[config.mk]
export PLATFORM = sky130hd
export DESIGN_NAME = uart_rx_param
export DESIGN_NICKNAME = d
export VERILOG_FILES = /design/src/rtl/uart_rx_param.sv
export SDC_FILE = /design/constraint.sdc
export NUM_CORES = 1
export LEC_CHECK = 0
export CORE_MARGIN = 1
export CORE_UTILIZATION = 30
export CTS_CLUSTER_DIAMETER = 150
export DETAILED_ROUTE_END_ITERATION = 16
export GPL_ROUTABILITY_DRIVEN = 1
export PLACE_DENSITY = 0.44
export SETUP_SLACK_MARGIN = 0.02
export SLEW_MARGIN = 15
export SYNTH_ARGS = -nofsm -noshare
export SYNTH_HDL_FRONTEND = slang
export SYNTH_SLANG_ARGS = --single-unit
[constraint.sdc]
create_clock -name system_clk -period 2 [get_ports system_clk]
set_clock_uncertainty 0.2 [all_clocks]
set_input_delay 0.5 -clock system_clk [delete_from_list [all_inputs] [get_ports system_clk]]
set_output_delay 0.5 -clock system_clk [all_outputs]
set_load 0.05 [all_outputs]
[src/rtl/uart_rx_param.sv]
// rtl/uart_rx_param.sv - parametrised RS-232 receiver with parity and framing checks
// Synchronised input, mid-bit sampling, one-cycle po_flag per completed frame.
module uart_rx_param #(
  parameter int CLK_FREQ  = 50000000,
  parameter int UART_BPS  = 9600,
  parameter int DATA_BITS = 8,
  parameter int PARITY    = 0,
  parameter int STOP_BITS = 1
) (
  input  logic                 system_clk,
  input  logic                 system_rst_n,
  input  logic                 rx,
  output logic [DATA_BITS-1:0] po_data,
  output logic                 po_flag,
  output logic                 po_parity_err,
  output logic                 po_frame_err,
  output logic                 busy
);

  localparam int BAUD_CNT_MAX = CLK_FREQ / UART_BPS;
  localparam int HALF         = BAUD_CNT_MAX / 2;
  localparam int CW           = (BAUD_CNT_MAX > 1) ? $clog2(BAUD_CNT_MAX) : 1;

  localparam logic [CW-1:0] C_LAST      = CW'(BAUD_CNT_MAX - 1);
  localparam logic [CW-1:0] C_HALF      = CW'(HALF);
  localparam logic [3:0]    C_DATA_LAST = 4'(DATA_BITS - 1);
  localparam logic [3:0]    C_STOP_LAST = 4'(STOP_BITS - 1);
  localparam logic          C_ODD       = (PARITY == 1);

  typedef enum logic [2:0] {
    S_IDLE,
    S_START,
    S_DATA,
    S_PARITY,
    S_STOP
  } state_t;

  state_t                 r_state;
  state_t                 w_next;
  logic                   w_done;

  logic                   r_rx_meta;
  logic                   r_rx_s;
  logic                   r_rx_d;
  logic [CW-1:0]          r_baud_cnt;
  logic [3:0]             r_bit_cnt;
  logic [DATA_BITS-1:0]   r_shift;
  logic                   r_perr;
  logic                   r_ferr;

  logic                   w_fall;
  logic                   w_wrap;
  logic                   w_sample;

  assign w_fall   = r_rx_d & ~r_rx_s;
  assign w_wrap   = (r_baud_cnt == C_LAST);
  assign w_sample = (r_baud_cnt == C_HALF);
  assign busy     = (r_state != S_IDLE);

  // Synchroniser resets high so an idle line never looks like a start edge.
  always_ff @(posedge system_clk or negedge system_rst_n) begin
    if (!system_rst_n) begin
      r_rx_meta <= 1'b1;
      r_rx_s    <= 1'b1;
      r_rx_d    <= 1'b1;
    end else begin
      r_rx_meta <= rx;
      r_rx_s    <= r_rx_meta;
      r_rx_d    <= r_rx_s;
    end
  end

  always_ff @(posedge system_clk or negedge system_rst_n) begin
    if (!system_rst_n) begin
      r_state <= S_IDLE;
    end else begin
      r_state <= w_next;
    end
  end

  always_comb begin
    w_next = r_state;
    w_done = 1'b0;
    case (r_state)
      S_IDLE: begin
        if (w_fall) begin
          w_next = S_START;
        end
      end
      S_START: begin
        if (w_sample && r_rx_s) begin
          w_next = S_IDLE;
        end else if (w_wrap) begin
          w_next = S_DATA;
        end
      end
      S_DATA: begin
        if (w_wrap && (r_bit_cnt == C_DATA_LAST)) begin
          w_next = (PARITY != 0) ? S_PARITY : S_STOP;
        end
      end
      S_PARITY: begin
        if (w_wrap) begin
          w_next = S_STOP;
        end
      end
      S_STOP: begin
        // Leave mid final stop bit so a following start edge is not missed.
        if (w_sample && (r_bit_cnt == C_STOP_LAST)) begin
          w_next = S_IDLE;
          w_done = 1'b1;
        end
      end
      default: begin
        w_next = S_IDLE;
      end
    endcase
  end

  always_ff @(posedge system_clk or negedge system_rst_n) begin
    if (!system_rst_n) begin
      r_baud_cnt <= '0;
      r_bit_cnt  <= '0;
      r_shift    <= '0;
      r_perr     <= 1'b0;
      r_ferr     <= 1'b0;
    end else begin
      if ((r_state == S_IDLE) || w_wrap) begin
        r_baud_cnt <= '0;
      end else begin
        r_baud_cnt <= r_baud_cnt + 1'b1;
      end

      case (r_state)
        S_DATA: begin
          if (w_sample) begin
            r_shift <= {r_rx_s, r_shift[DATA_BITS-1:1]};
          end
          if (w_wrap) begin
            r_bit_cnt <= (r_bit_cnt == C_DATA_LAST) ? 4'd0 : r_bit_cnt + 4'd1;
          end
        end
        S_PARITY: begin
          if (w_sample) begin
            r_perr <= (^r_shift) ^ r_rx_s ^ C_ODD;
          end
        end
        S_STOP: begin
          if (w_sample && !r_rx_s) begin
            r_ferr <= 1'b1;
          end
          if (w_wrap) begin
            r_bit_cnt <= r_bit_cnt + 4'd1;
          end
        end
        default: begin
          r_bit_cnt <= '0;
          r_perr    <= 1'b0;
          r_ferr    <= 1'b0;
        end
      endcase
    end
  end

  // Final stop sample is folded in directly; r_ferr only covers earlier stop bits.
  always_ff @(posedge system_clk or negedge system_rst_n) begin
    if (!system_rst_n) begin
      po_data       <= '0;
      po_flag       <= 1'b0;
      po_parity_err <= 1'b0;
      po_frame_err  <= 1'b0;
    end else begin
      po_flag <= w_done;
      if (w_done) begin
        po_data       <= r_shift;
        po_parity_err <= r_perr;
        po_frame_err  <= r_ferr | ~r_rx_s;
      end
    end
  end

endmodule

==> results.yml <==
status:
  outcome: "finished, violations left"
  violations: "negative setup slack"
clock_network:
  cts_made_buffers: 5
  clk_path_buf_depth: 2
  cts.sinks: 44
  cts_root_buf: "clkbuf_8"
  h-tree-depth: 2
  clk_latency_ns: 0.30
  cts_tree: "yes"
  clk_pin_slew_ns: 0.09
global_route:
  grt-ovfl-total: 0
  antenna_found_initial: 0
  grt_pass1_wl_um: 7693
  grt_pass1_vias: 1580
  grt_max_degree: 28
  track_usage: 0.1327
placed_design:
  place_area_um2: 2544
  place_congestion: 0.7767
  hpwl_um: 3053
  portBuffers: 14
floorplanning:
  die_w_um: 87.17
  start_util: 0.3150
  core_area_um2: 6907
  io_pins: 15
  die_y_um: 87.17
  die_area_um2: 7598
  rows: 30
pwr:
  power_density_nw_per_um2: 751.0
  ir_worst_vdd_v: 0.0002340
  power_leakage_nw: 1.372
timing:
  fin_ws_ns: -0.03314
  achievable-frequency_ghz: 0.4918
  slew_viol_final: 0
  rsz0062_at_grt: "true"
  min_period_ns: 2.033
  hold_viol: 0
  maxSlewHeadroom: 0.6887
  tns_ns: -0.09699
  worst_slew_pin_slew_ns: 0.4669
  fin_crit_sh: 1.017
  setup_viol: 13
setup_path:
  critPathKind: "register to primary output"
  critPathTopFamily: "flip-flops"
  cp-start-kind: "register"
  crit_path_max_fanout: 6
  crit_buf_inv: 1
  endpoint_kind: "primary output"
  required_ns: 1.30
  crit_slowest_cell: "dfrtp_2"
  crit_path_max_incr_delay_ns: 0.45
  path_cells: "or3_4 -> buf_8"
  arrival_ns: 1.33
detailed_routing:
  first_iter_violations: 49
  drcViolationCount: 0
  vias: 1445
  drt-total-wl_um: 4337
  via_per_inst: 4.530
  postRouteAntennaNets: 0
  routedWlPerCell_um: 13.60
  dr.pass1.iters: 4
yosys:
  synth-edff-count: 0
  postSynth.asyncResetShare: 1.000
  synth_warnings: 0
  syn_area_um2: 2176
  synth_common_cells: "dfrtp_1 (41), mux2_4 (17), nor2_1 (17)"
  synth_area_per_cell_um2: 12.09
  yosysTopAreaCell: "dfrtp_1"
  synthCells: 180
  ys_seq_elements: 44
  synth_area_leaders: "dfrtp_1 (47%), mux2_4 (12%), xor2_1 (4.4%)"
  synth_nets: 187
  yosysSeqAreaShare: 0.5078
  synth_top_cell_area_share: 0.4715
  ys.flop_type: "dfrtp_1"
  yosysMostFrequentCell: "dfrtp_1"
  yosysUniqueCellTypes: 47
final_layout:
  fillCellCount: 707
  fin_area_um2: 2778
  diodes: 0
  seq_area_um2: 1107
  multi_input_area_um2: 1057
  fin_nets: 229
  drive_gt1_frac: 0.3991
  fin_util: 0.4022
  syn_to_final_growth_pct: 27.66
run:
  maxCapViolCount: 0
hold_path:
  hold_class: "register to register"
-- sequential cells by signal, summed over array words and instances (netlist names) --
| register | flops |
|---|---|
| r_state | 3 |
| r_rx_s | 1 |
| r_shift | 8 |
| r_perr | 1 |
| po_parity_err | 1 |
| po_frame_err | 1 |
| r_bit_cnt | 4 |
| po_flag | 1 |
| r_rx_meta | 1 |
| r_baud_cnt | 13 |
| r_rx_d | 1 |
| po_data | 8 |
| r_ferr | 1 |
-- kinds of logic after synthesis --
family                   synth area share
AND/OR/NAND/NOR                    0.1771
flip-flops                         0.5078
multiplexers                       0.1328
XOR/XNOR                          0.07878
buffers and inverters             0.03335
AO/OA/AOI/OAI                     0.04716
adder cells (fa/ha/maj)           0.02300
-- what timing repair did --
item,CTS,global route
hold buffers,1,0
setup endpoints to repair,22,28
gates resized for setup,6,12
pin swaps,3,3
gates cloned,1,0
buffers inserted,5,0
hold endpoints to repair,16,0
-- metrics by stage --
stage | total power [mW] | worst slack, ns | hold slack (ns) | instances
floorplan | 1.163 | -0.08865 | 0.004409 | 180
global placement | 1.315 | -0.06749 | 0.1483 | 305
detailed placement | 1.319 | -0.1102 | 0.1468 | 305
CTS | 2.093 | -0.07152 | 0.1607 | 320
global route | 2.204 | -0.09232 | 0.1647 | 319
finish | 2.086 | -0.03314 | 0.1614 | 319
-- layer usage --
layer,vias to the layer above,global-route usage,wire length [µm]
li1,714,-,-
met5,-,0,0
met2,14,0.2097,2034
met4,0,0.04471,55
met3,5,0.02938,102
met1,712,0.1801,2144
-- worst paths after layout --
kind                                    start       endpoint  slack, ns  depth (start not counted)
worst max-delay path               r_state[2]           busy      -0.03                          2
worst max register to register  r_baud_cnt[1]     po_data[4]      -0.01                          6
worst min-delay path                r_rx_meta         r_rx_s       0.16                          0
min in group asynchronous        system_rst_n  r_baud_cnt[6]       0.49                          2
max in group asynchronous        system_rst_n         r_rx_s       0.55                          3
worst min register to register      r_rx_meta         r_rx_s       0.16                          0
-- cell usage in the layout, fill, tap and decap left out, types with 6 or more instances in the layout --
| cell | count |
|---|---|
| nand3_1 | 7 |
| mux2_4 | 17 |
| nor2_1 | 17 |
| clkbuf_8 | 6 |
| dfrtp_1 | 39 |
| xor2_1 | 11 |
| inv_1 | 9 |
| buf_4 | 34 |
| xnor2_1 | 6 |
-- worst reg2reg max path, stage by stage (launching register included) --
cell     delay [ns]
dfrtp_1        0.38
inv_1          0.06
ha_1           0.14
and4b_1        0.23
nand4_4        0.11
or3_4          0.46
mux2_4         0.32
-- layout make-up --
class                      count  share of cell area
sequential                    44              0.3986
tap                           96             0.04324
inverter                       9             0.01216
timing repair buffer          41              0.1216
clock inverter                 2             0.01396
clock buffer                   6             0.02973
multi-input combinational    121              0.3806
-- where the power goes --
group	switching (mW)	internal (mW)	total, mW
clock network	0.312	0.409	0.721
logic	0.186	0.194	0.380
registers	0.0393	0.946	0.985
total	0.537	1.55	2.09
Note: power is estimated with default switching activity, not from simulation.
